**config.mk**
```make
export PLATFORM = sky130hd
export DESIGN_NAME = download_loader
export DESIGN_NICKNAME = d
export VERILOG_FILES = /design/src/rtl/loader_pkg.sv /design/src/rtl/loader_fifo.sv /design/src/rtl/download_loader.sv
export SDC_FILE = /design/constraint.sdc
export NUM_CORES = 1
export LEC_CHECK = 0
export CAP_MARGIN = 30
export CORE_ASPECT_RATIO = 0.7
export CORE_MARGIN = 1
export CORE_UTILIZATION = 45
export CTS_BUF_LIST = sky130_fd_sc_hd__clkbuf_16
export CTS_CLUSTER_SIZE = 8
export DETAILED_ROUTE_END_ITERATION = 7
export PLACE_DENSITY_LB_ADDON = 0.25
export SLEW_MARGIN = 20
export SYNTH_ARGS = -nofsm -noshare
export SYNTH_HDL_FRONTEND = slang
export SYNTH_SLANG_ARGS = --single-unit
```
**constraint.sdc**
```tcl
create_clock -name clk -period 6.5 [get_ports clk]
set_input_delay 1.3 -clock clk [delete_from_list [all_inputs] [get_ports clk]]
set_output_delay 1.3 -clock clk [all_outputs]
set_load 0.05 [all_outputs]
```
**src/rtl/loader_pkg.sv**
```systemverilog
// Shared types and index decode for the download loader.
package loader_pkg;

    typedef enum logic [2:0] {
        ST_IDLE  = 3'd0,
        ST_LOAD  = 3'd1,
        ST_DRAIN = 3'd2,
        ST_FIXUP = 3'd3,
        ST_DONE  = 3'd4
    } loader_state_e;

    localparam logic [7:0] IDX_ROM    = 8'h00;
    localparam logic [5:0] IDX_PRG_LO = 6'h01;

    function automatic logic is_rom(input logic [7:0] idx);
        return idx == IDX_ROM;
    endfunction

    // 8'h01 and 8'h41 (and any index with these low bits) are PRG images.
    function automatic logic is_prg(input logic [7:0] idx);
        return idx[5:0] == IDX_PRG_LO;
    endfunction

endpackage

```
**src/rtl/loader_fifo.sv**
```systemverilog
// Small synchronous FIFO buffering {address, data} write requests.
// A push into a full FIFO is accepted when a pop happens in the same cycle.
module loader_fifo #(
    parameter int W     = 33,
    parameter int DEPTH = 4
) (
    input  logic                      clk,
    input  logic                      reset_n,
    input  logic                      push,
    input  logic [W-1:0]              din,
    input  logic                      pop,
    output logic [W-1:0]              dout,
    output logic                      full,
    output logic                      empty,
    output logic [$clog2(DEPTH):0]    count
);

    localparam int AW = $clog2(DEPTH);
    localparam logic [AW:0] FULL_CNT = (AW+1)'(DEPTH);

    logic [W-1:0]  mem [DEPTH];
    logic [AW-1:0] wr_ptr;
    logic [AW-1:0] rd_ptr;
    logic [AW:0]   cnt;
    logic          do_pop;
    logic          do_push;

    assign do_pop  = pop && (cnt != '0);
    assign do_push = push && ((cnt != FULL_CNT) || do_pop);
    assign dout    = mem[rd_ptr];
    assign full    = (cnt == FULL_CNT);
    assign empty   = (cnt == '0);
    assign count   = cnt;

    // Storage, pointers and occupancy; storage is cleared so the head reads 0 after reset.
    always_ff @(posedge clk or negedge reset_n) begin
        if (!reset_n) begin
            wr_ptr <= '0;
            rd_ptr <= '0;
            cnt    <= '0;
            for (int i = 0; i < DEPTH; i++) begin
                mem[i] <= '0;
            end
        end else begin
            if (do_push) begin
                mem[wr_ptr] <= din;
                wr_ptr      <= wr_ptr + 1'b1;
            end
            if (do_pop) begin
                rd_ptr <= rd_ptr + 1'b1;
            end
            cnt <= cnt + (AW+1)'(do_push) - (AW+1)'(do_pop);
        end
    end

endmodule

```
**src/rtl/download_loader.sv**
```systemverilog
// Streams data_io download bytes into memory through a write FIFO and, for
// PRG images, patches the end-of-program pointer once the image has landed.
// mem_wr/mem_ack is a valid/ready pair: a request is transferred on a cycle
// where both are high, and address/data stay frozen while mem_wr waits.
module download_loader
    import loader_pkg::*;
#(
    parameter int                ADDR_W     = 25,
    parameter int                PTR_BYTES  = 2,
    parameter int                FIFO_DEPTH = 4,
    parameter logic [ADDR_W-1:0] ROM_BASE   = '0,
    parameter logic [ADDR_W-1:0] PRG_BASE   = 25'h18995,
    parameter logic [15:0]       PRG_ORG    = 16'h8995,
    parameter logic [ADDR_W-1:0] PTR_ADDR   = 25'h103E9
) (
    input  logic                clk,
    input  logic                reset_n,
    input  logic                ioctl_download,
    input  logic [7:0]          ioctl_index,
    input  logic                ioctl_wr,
    input  logic [ADDR_W-1:0]   ioctl_addr,
    input  logic [7:0]          ioctl_dout,
    output logic                mem_wr,
    input  logic                mem_ack,
    output logic [ADDR_W-1:0]   mem_addr,
    output logic [7:0]          mem_data,
    output logic                downloading,
    output logic                rom_done,
    output logic                overflow,
    output loader_state_e       state_dbg
);

    localparam int FW = ADDR_W + 8;
    localparam int CW = $clog2(FIFO_DEPTH) + 1;

    loader_state_e state_q, state_d;
    logic [7:0]    cur_type_q;
    logic [31:0]   len_q;
    logic          pend_q;
    logic [7:0]    pend_type_q;
    logic [31:0]   pend_len_q;
    logic [CW-1:0] pend_cnt_q;
    logic [2:0]    fix_k_q;
    logic          rom_done_q;
    logic          overflow_q;

    logic              in_load;
    logic [7:0]        strobe_type;
    logic              strobe_ok;
    logic [ADDR_W-1:0] strobe_base;
    logic [FW-1:0]     push_word;
    logic              pushed;
    logic              drop;
    logic [31:0]       cand_eff;
    logic [FW-1:0]     fifo_dout;
    logic              fifo_full;
    logic              fifo_empty;
    logic [CW-1:0]     fifo_count;
    logic [CW-1:0]     old_left;
    logic              fifo_req;
    logic              fifo_pop;
    logic [31:0]       ptr_val;
    logic [31:0]       ptr_shift;
    logic              last_fix;
    logic              enter_load;
    logic [7:0]        new_type;

    // Strobes belong to the current load in LOAD; outside it they start the next one.
    assign in_load     = (state_q == ST_LOAD);
    assign strobe_type = in_load ? cur_type_q : ioctl_index;
    assign strobe_ok   = ioctl_wr && (in_load || ioctl_download) &&
                         (is_rom(strobe_type) || is_prg(strobe_type));
    assign strobe_base = is_rom(strobe_type) ? ROM_BASE : PRG_BASE;
    assign push_word   = {strobe_base + ioctl_addr, ioctl_dout};

    // Entries queued behind the current load must not reach memory before its fixup.
    assign old_left = fifo_count - pend_cnt_q;
    assign fifo_req = (state_q == ST_FIXUP) ? 1'b0 :
                      (state_q == ST_DRAIN) ? (old_left != '0) : !fifo_empty;
    assign fifo_pop = fifo_req && mem_ack;
    assign pushed   = strobe_ok && (!fifo_full || fifo_pop);
    assign drop     = strobe_ok && fifo_full && !fifo_pop;
    assign cand_eff = pushed ? (32'(ioctl_addr) + 32'd1) : 32'd0;

    assign ptr_val   = 32'(PRG_ORG) + len_q;
    assign ptr_shift = ptr_val >> {fix_k_q, 3'b000};
    assign last_fix  = (fix_k_q == 3'(PTR_BYTES - 1));

    assign mem_wr      = (state_q == ST_FIXUP) ? 1'b1 : fifo_req;
    assign mem_addr    = (state_q == ST_FIXUP) ? (PTR_ADDR + ADDR_W'(fix_k_q)) : fifo_dout[FW-1:8];
    assign mem_data    = (state_q == ST_FIXUP) ? ptr_shift[7:0] : fifo_dout[7:0];
    assign downloading = (state_q == ST_LOAD) || (state_q == ST_DRAIN) || (state_q == ST_FIXUP);
    assign rom_done    = rom_done_q;
    assign overflow    = overflow_q;
    assign state_dbg   = state_q;

    assign enter_load = (state_d == ST_LOAD) && (state_q != ST_LOAD);
    assign new_type   = (state_q == ST_DONE && !ioctl_download) ? pend_type_q : ioctl_index;

    loader_fifo #(
        .W     (FW),
        .DEPTH (FIFO_DEPTH)
    ) u_fifo (
        .clk     (clk),
        .reset_n (reset_n),
        .push    (pushed),
        .din     (push_word),
        .pop     (fifo_pop),
        .dout    (fifo_dout),
        .full    (fifo_full),
        .empty   (fifo_empty),
        .count   (fifo_count)
    );

    // Next-state decode.
    always_comb begin
        state_d = state_q;
        case (state_q)
            ST_IDLE:  if (ioctl_download) state_d = ST_LOAD;
            ST_LOAD:  if (!ioctl_download) state_d = ST_DRAIN;
            ST_DRAIN: if (old_left == '0) state_d = is_prg(cur_type_q) ? ST_FIXUP : ST_DONE;
            ST_FIXUP: if (mem_ack && last_fix) state_d = ST_DONE;
            ST_DONE:  state_d = (ioctl_download || pend_q) ? ST_LOAD : ST_IDLE;
            default:  state_d = ST_IDLE;
        endcase
    end

    // State register, length tracking, pending-load bookkeeping and sticky flags.
    always_ff @(posedge clk or negedge reset_n) begin
        if (!reset_n) begin
            state_q     <= ST_IDLE;
            cur_type_q  <= '0;
            len_q       <= '0;
            pend_q      <= 1'b0;
            pend_type_q <= '0;
            pend_len_q  <= '0;
            pend_cnt_q  <= '0;
            fix_k_q     <= '0;
            rom_done_q  <= 1'b0;
            overflow_q  <= 1'b0;
        end else begin
            state_q <= state_d;

            if (enter_load) begin
                cur_type_q <= new_type;
                len_q      <= (cand_eff > pend_len_q) ? cand_eff : pend_len_q;
            end else if (in_load && (cand_eff > len_q)) begin
                len_q <= cand_eff;
            end

            if (in_load) begin
                pend_q     <= 1'b0;
                pend_len_q <= '0;
                pend_cnt_q <= '0;
            end else begin
                if (ioctl_download) pend_type_q <= ioctl_index;
                if (ioctl_download && (state_q == ST_DRAIN || state_q == ST_FIXUP)) pend_q <= 1'b1;
                if (cand_eff > pend_len_q) pend_len_q <= cand_eff;
                pend_cnt_q <= pend_cnt_q + CW'(pushed);
            end

            if (state_q != ST_FIXUP) begin
                fix_k_q <= '0;
            end else if (mem_ack) begin
                fix_k_q <= last_fix ? 3'd0 : fix_k_q + 3'd1;
            end

            if (state_q == ST_DONE && is_rom(cur_type_q)) rom_done_q <= 1'b1;
            if (drop) overflow_q <= 1'b1;
        end
    end

endmodule

```
==> results.toml <==
[status]
status = "complete, no violations"

[die]
die_x_um = 209.9
dieArea_um2 = 30970
ios = 86
start_util_pct = 46.40
coreArea_um2 = 29340
die_h_um = 147.5
num_rows = 52

[logic_synthesis]
syn_area_per_cell_um2 = 9.895
synthTopCellsByArea = "dfrtp_1 42%, ha_1 6.8%, mux4_2 5.5%, o21ai_0 5.1%, mux2_2 4.9%"
async_reset_ff_share_pct = 100.0
yosysUniqueCellTypes = 73
syn_nets = 1497
ys_warn_count = 0
synth-seq-cells = 231
synth-main-ff-cell = "dfrtp_1"
synth_seq_area_share_pct = 42.46
syn_area_um2 = 13620
synth_edf_count = 0
postSynthCellCount = 1376
synth_top_area_cell = "dfrtp_1"
synth.top_cell.area_share_pct = 42.46

[routing]
wl_met1_um = 17760
num_vias = 10610
drc_errors = 0
drt_iter0_drc = 988
wl_met3_um = 2612
wl_per_cell_um = 19.47
routed_wl_um = 36610
top_layer = "met4"
drtPass1Iterations = 5
antenna_left = 0
wl_met2_um = 15280
routed_via_density = 5.645

[setup_path]
rrSetupSlack_ns = 1.52
crit_arrival_ns = 6.03
crit_path_max_fanout = 19
cp-end-kind = "flip-flop"
start_kind = "primary input"
r2r_cells = 16
cp.required_ns = 6.86
regToRegEndpoint = "len_q[21]"
crit_type = "in -> reg"
timing.rr.start = "state_dbg[2]"

[clock_network]
clkLatencyLatePin_ns = 0.51
cts_sinks = 231
htree_levels = 2
path_clk_slew_ns = 0.05
post_cts_buffers = 0
cts_tree = "yes"
cts_buffers = 34
cts_hold_buf = 0
cts_resized = 0
cts_root_buf = "clkbuf_16"
cts_buffer_depth = 3

[hold_path]
min_from = "rom_done"
min_path_cells = 1
hold_path_end = "rom_done"
hold_class = "reg -> reg"

[power]
power.leakage_nw = 7.227
fin_total_pwr_mw = 7.357
vdd_drop_max_uv = 249.1
p_per_area_nw_per_um2 = 460.4

[cells_and_area]
multiInputGateArea_um2 = 7259
area_growth_pct = 17.37
regArea_um2 = 5782
nNetsFinal = 1590
layout_common_cells = "230 x dfrtp_1, 176 x nand2_1, 138 x o21ai_0"
nFillCells = 2666
final_common_cell = "dfrtp_1"
drive_gt1_share_pct = 13.46
fin_area_um2 = 15980

[placement]
place_hpwl_um = 26120
gp_congestion = 0.9150
portBuffers = 85
place_area_um2 = 15060

[sta]
drv_slew = 0
period_needed_ns = 5.673
finClkSkew_ns = 0.01311
grt_setup_unrepaired = "false"
tns_ns = 0
setup_viol = 0
worstMarginPinSlew_ns = 0.8327
clock.fmax_ghz = 0.1763
period_share_pct = 87.28
maxSlewHeadroom_pct = 44.49
finalHoldViolations = 0

[grt]
grt_max_degree = 128
track_usage_pct = 24.35
antenna_found_initial = 4
overflow = 0
grt_pass1_vias = 10440
grt_pass1_wl_um = 58820

[job]
cap_violations = 0
kinds of logic after synthesis:
| kind of cell | share of synthesized area, % |
|---|---|
| buffers and inverters | 4.264 |
| DFF | 42.46 |
| AOI/OAI and AO/OA | 13.05 |
| muxes | 14.53 |
| adders and majority gates | 6.947 |
| and+or+nand+nor | 14.00 |
| xor gates and xnor gates | 4.760 |
state kept, by name, indices dropped and copies added, names as in the netlist, 3 cells and up:
name / count
pend_cnt_q: 3
u_fifo.count: 3
len_q: 32
cur_type_q: 8
state_dbg: 3
pend_type_q: 8
u_fifo.mem: 132
pend_len_q: 32
fix_k_q: 3
layer usage:
layer,vias up,global-route usage [%]
met5,-,0
met4,0,7.737
met3,67,5.524
met2,324,34.80
met1,5194,36.39
li1,5028,-
worst max-delay path, cell delays in order:
cell             delay [ns]
clkdlybuf4s50_1        0.65
nand3_1                0.15
nor3_1                 0.21
buf_4                  0.18
and2_1                 0.19
nand2_1                0.18
or3_1                  0.39
a21oi_1                0.29
buf_4                  0.18
ha_1                   0.14
nand4_1                0.14
nor3_1                 0.49
and3_1                 0.29
and3_1                 0.21
nand3_1                0.10
o22ai_2                0.18
buf_4                  0.39
mux2i_1                0.27
o21ai_1                0.09
power breakdown:
part | switching, mW | total [mW] | internal [mW]
Sequential | 0.355 | 2.25 | 1.90
Combinational | 2.13 | 3.55 | 1.42
Clock | 0.614 | 1.56 | 0.943
per-stage QoR:
| step | instances | hold slack, ns | util [%] | setup slack (ns) |
|---|---|---|---|---|
| after CTS | 1875 | 0.4712 | 54.37 | 0.9672 |
| after detailed placement | 1837 | 0.4597 | 51.33 | 0.4854 |
| after global placement | 1831 | 0.4482 | 50.91 | 0.3523 |
| after floorplan | 1376 | 0.4446 | - | 1.646 |
| final | 1880 | 0.4659 | 54.46 | 0.8271 |
| after global routing | 1877 | 0.4850 | 54.43 | 0.6082 |
worst max path at each step:
stage	start	to	cells past startpoint
final	ioctl_addr[3]	len_q[21]	19
after global routing	ioctl_addr[3]	len_q[19]	19
after CTS	ioctl_addr[3]	len_q[22]	19
after detailed placement	ioctl_addr[3]	len_q[22]	19
after global placement	ioctl_addr[3]	len_q[20]	17
after floorplan	ioctl_addr[5]	len_q[12]	18
layout make-up:
class	count	area share [%]
inverters	69	1.652
clock inverters	3	0.1018
clock buffers	35	5.481
well taps	405	3.171
repair buffers	125	7.924
flip-flops and latches	231	36.18
diodes	4	0.06264
multi-input cells	1008	45.43
synthesized netlist by cell type (10+ instances only):
master / n
nor3_1: 10
and2_1: 25
nand2_1: 177
and3_1: 13
inv_1: 67
dfrtp_1: 231
ha_1: 74
nor2_1: 94
a21oi_1: 65
mux4_2: 33
o21ai_1: 20
nand4_1: 15
o21ai_0: 138
mux2i_1: 57
xnor2_1: 39
nand3_1: 25
xor2_1: 35
mux2_2: 59
clkbuf_1: 52
(Power assumes the default switching activity.)
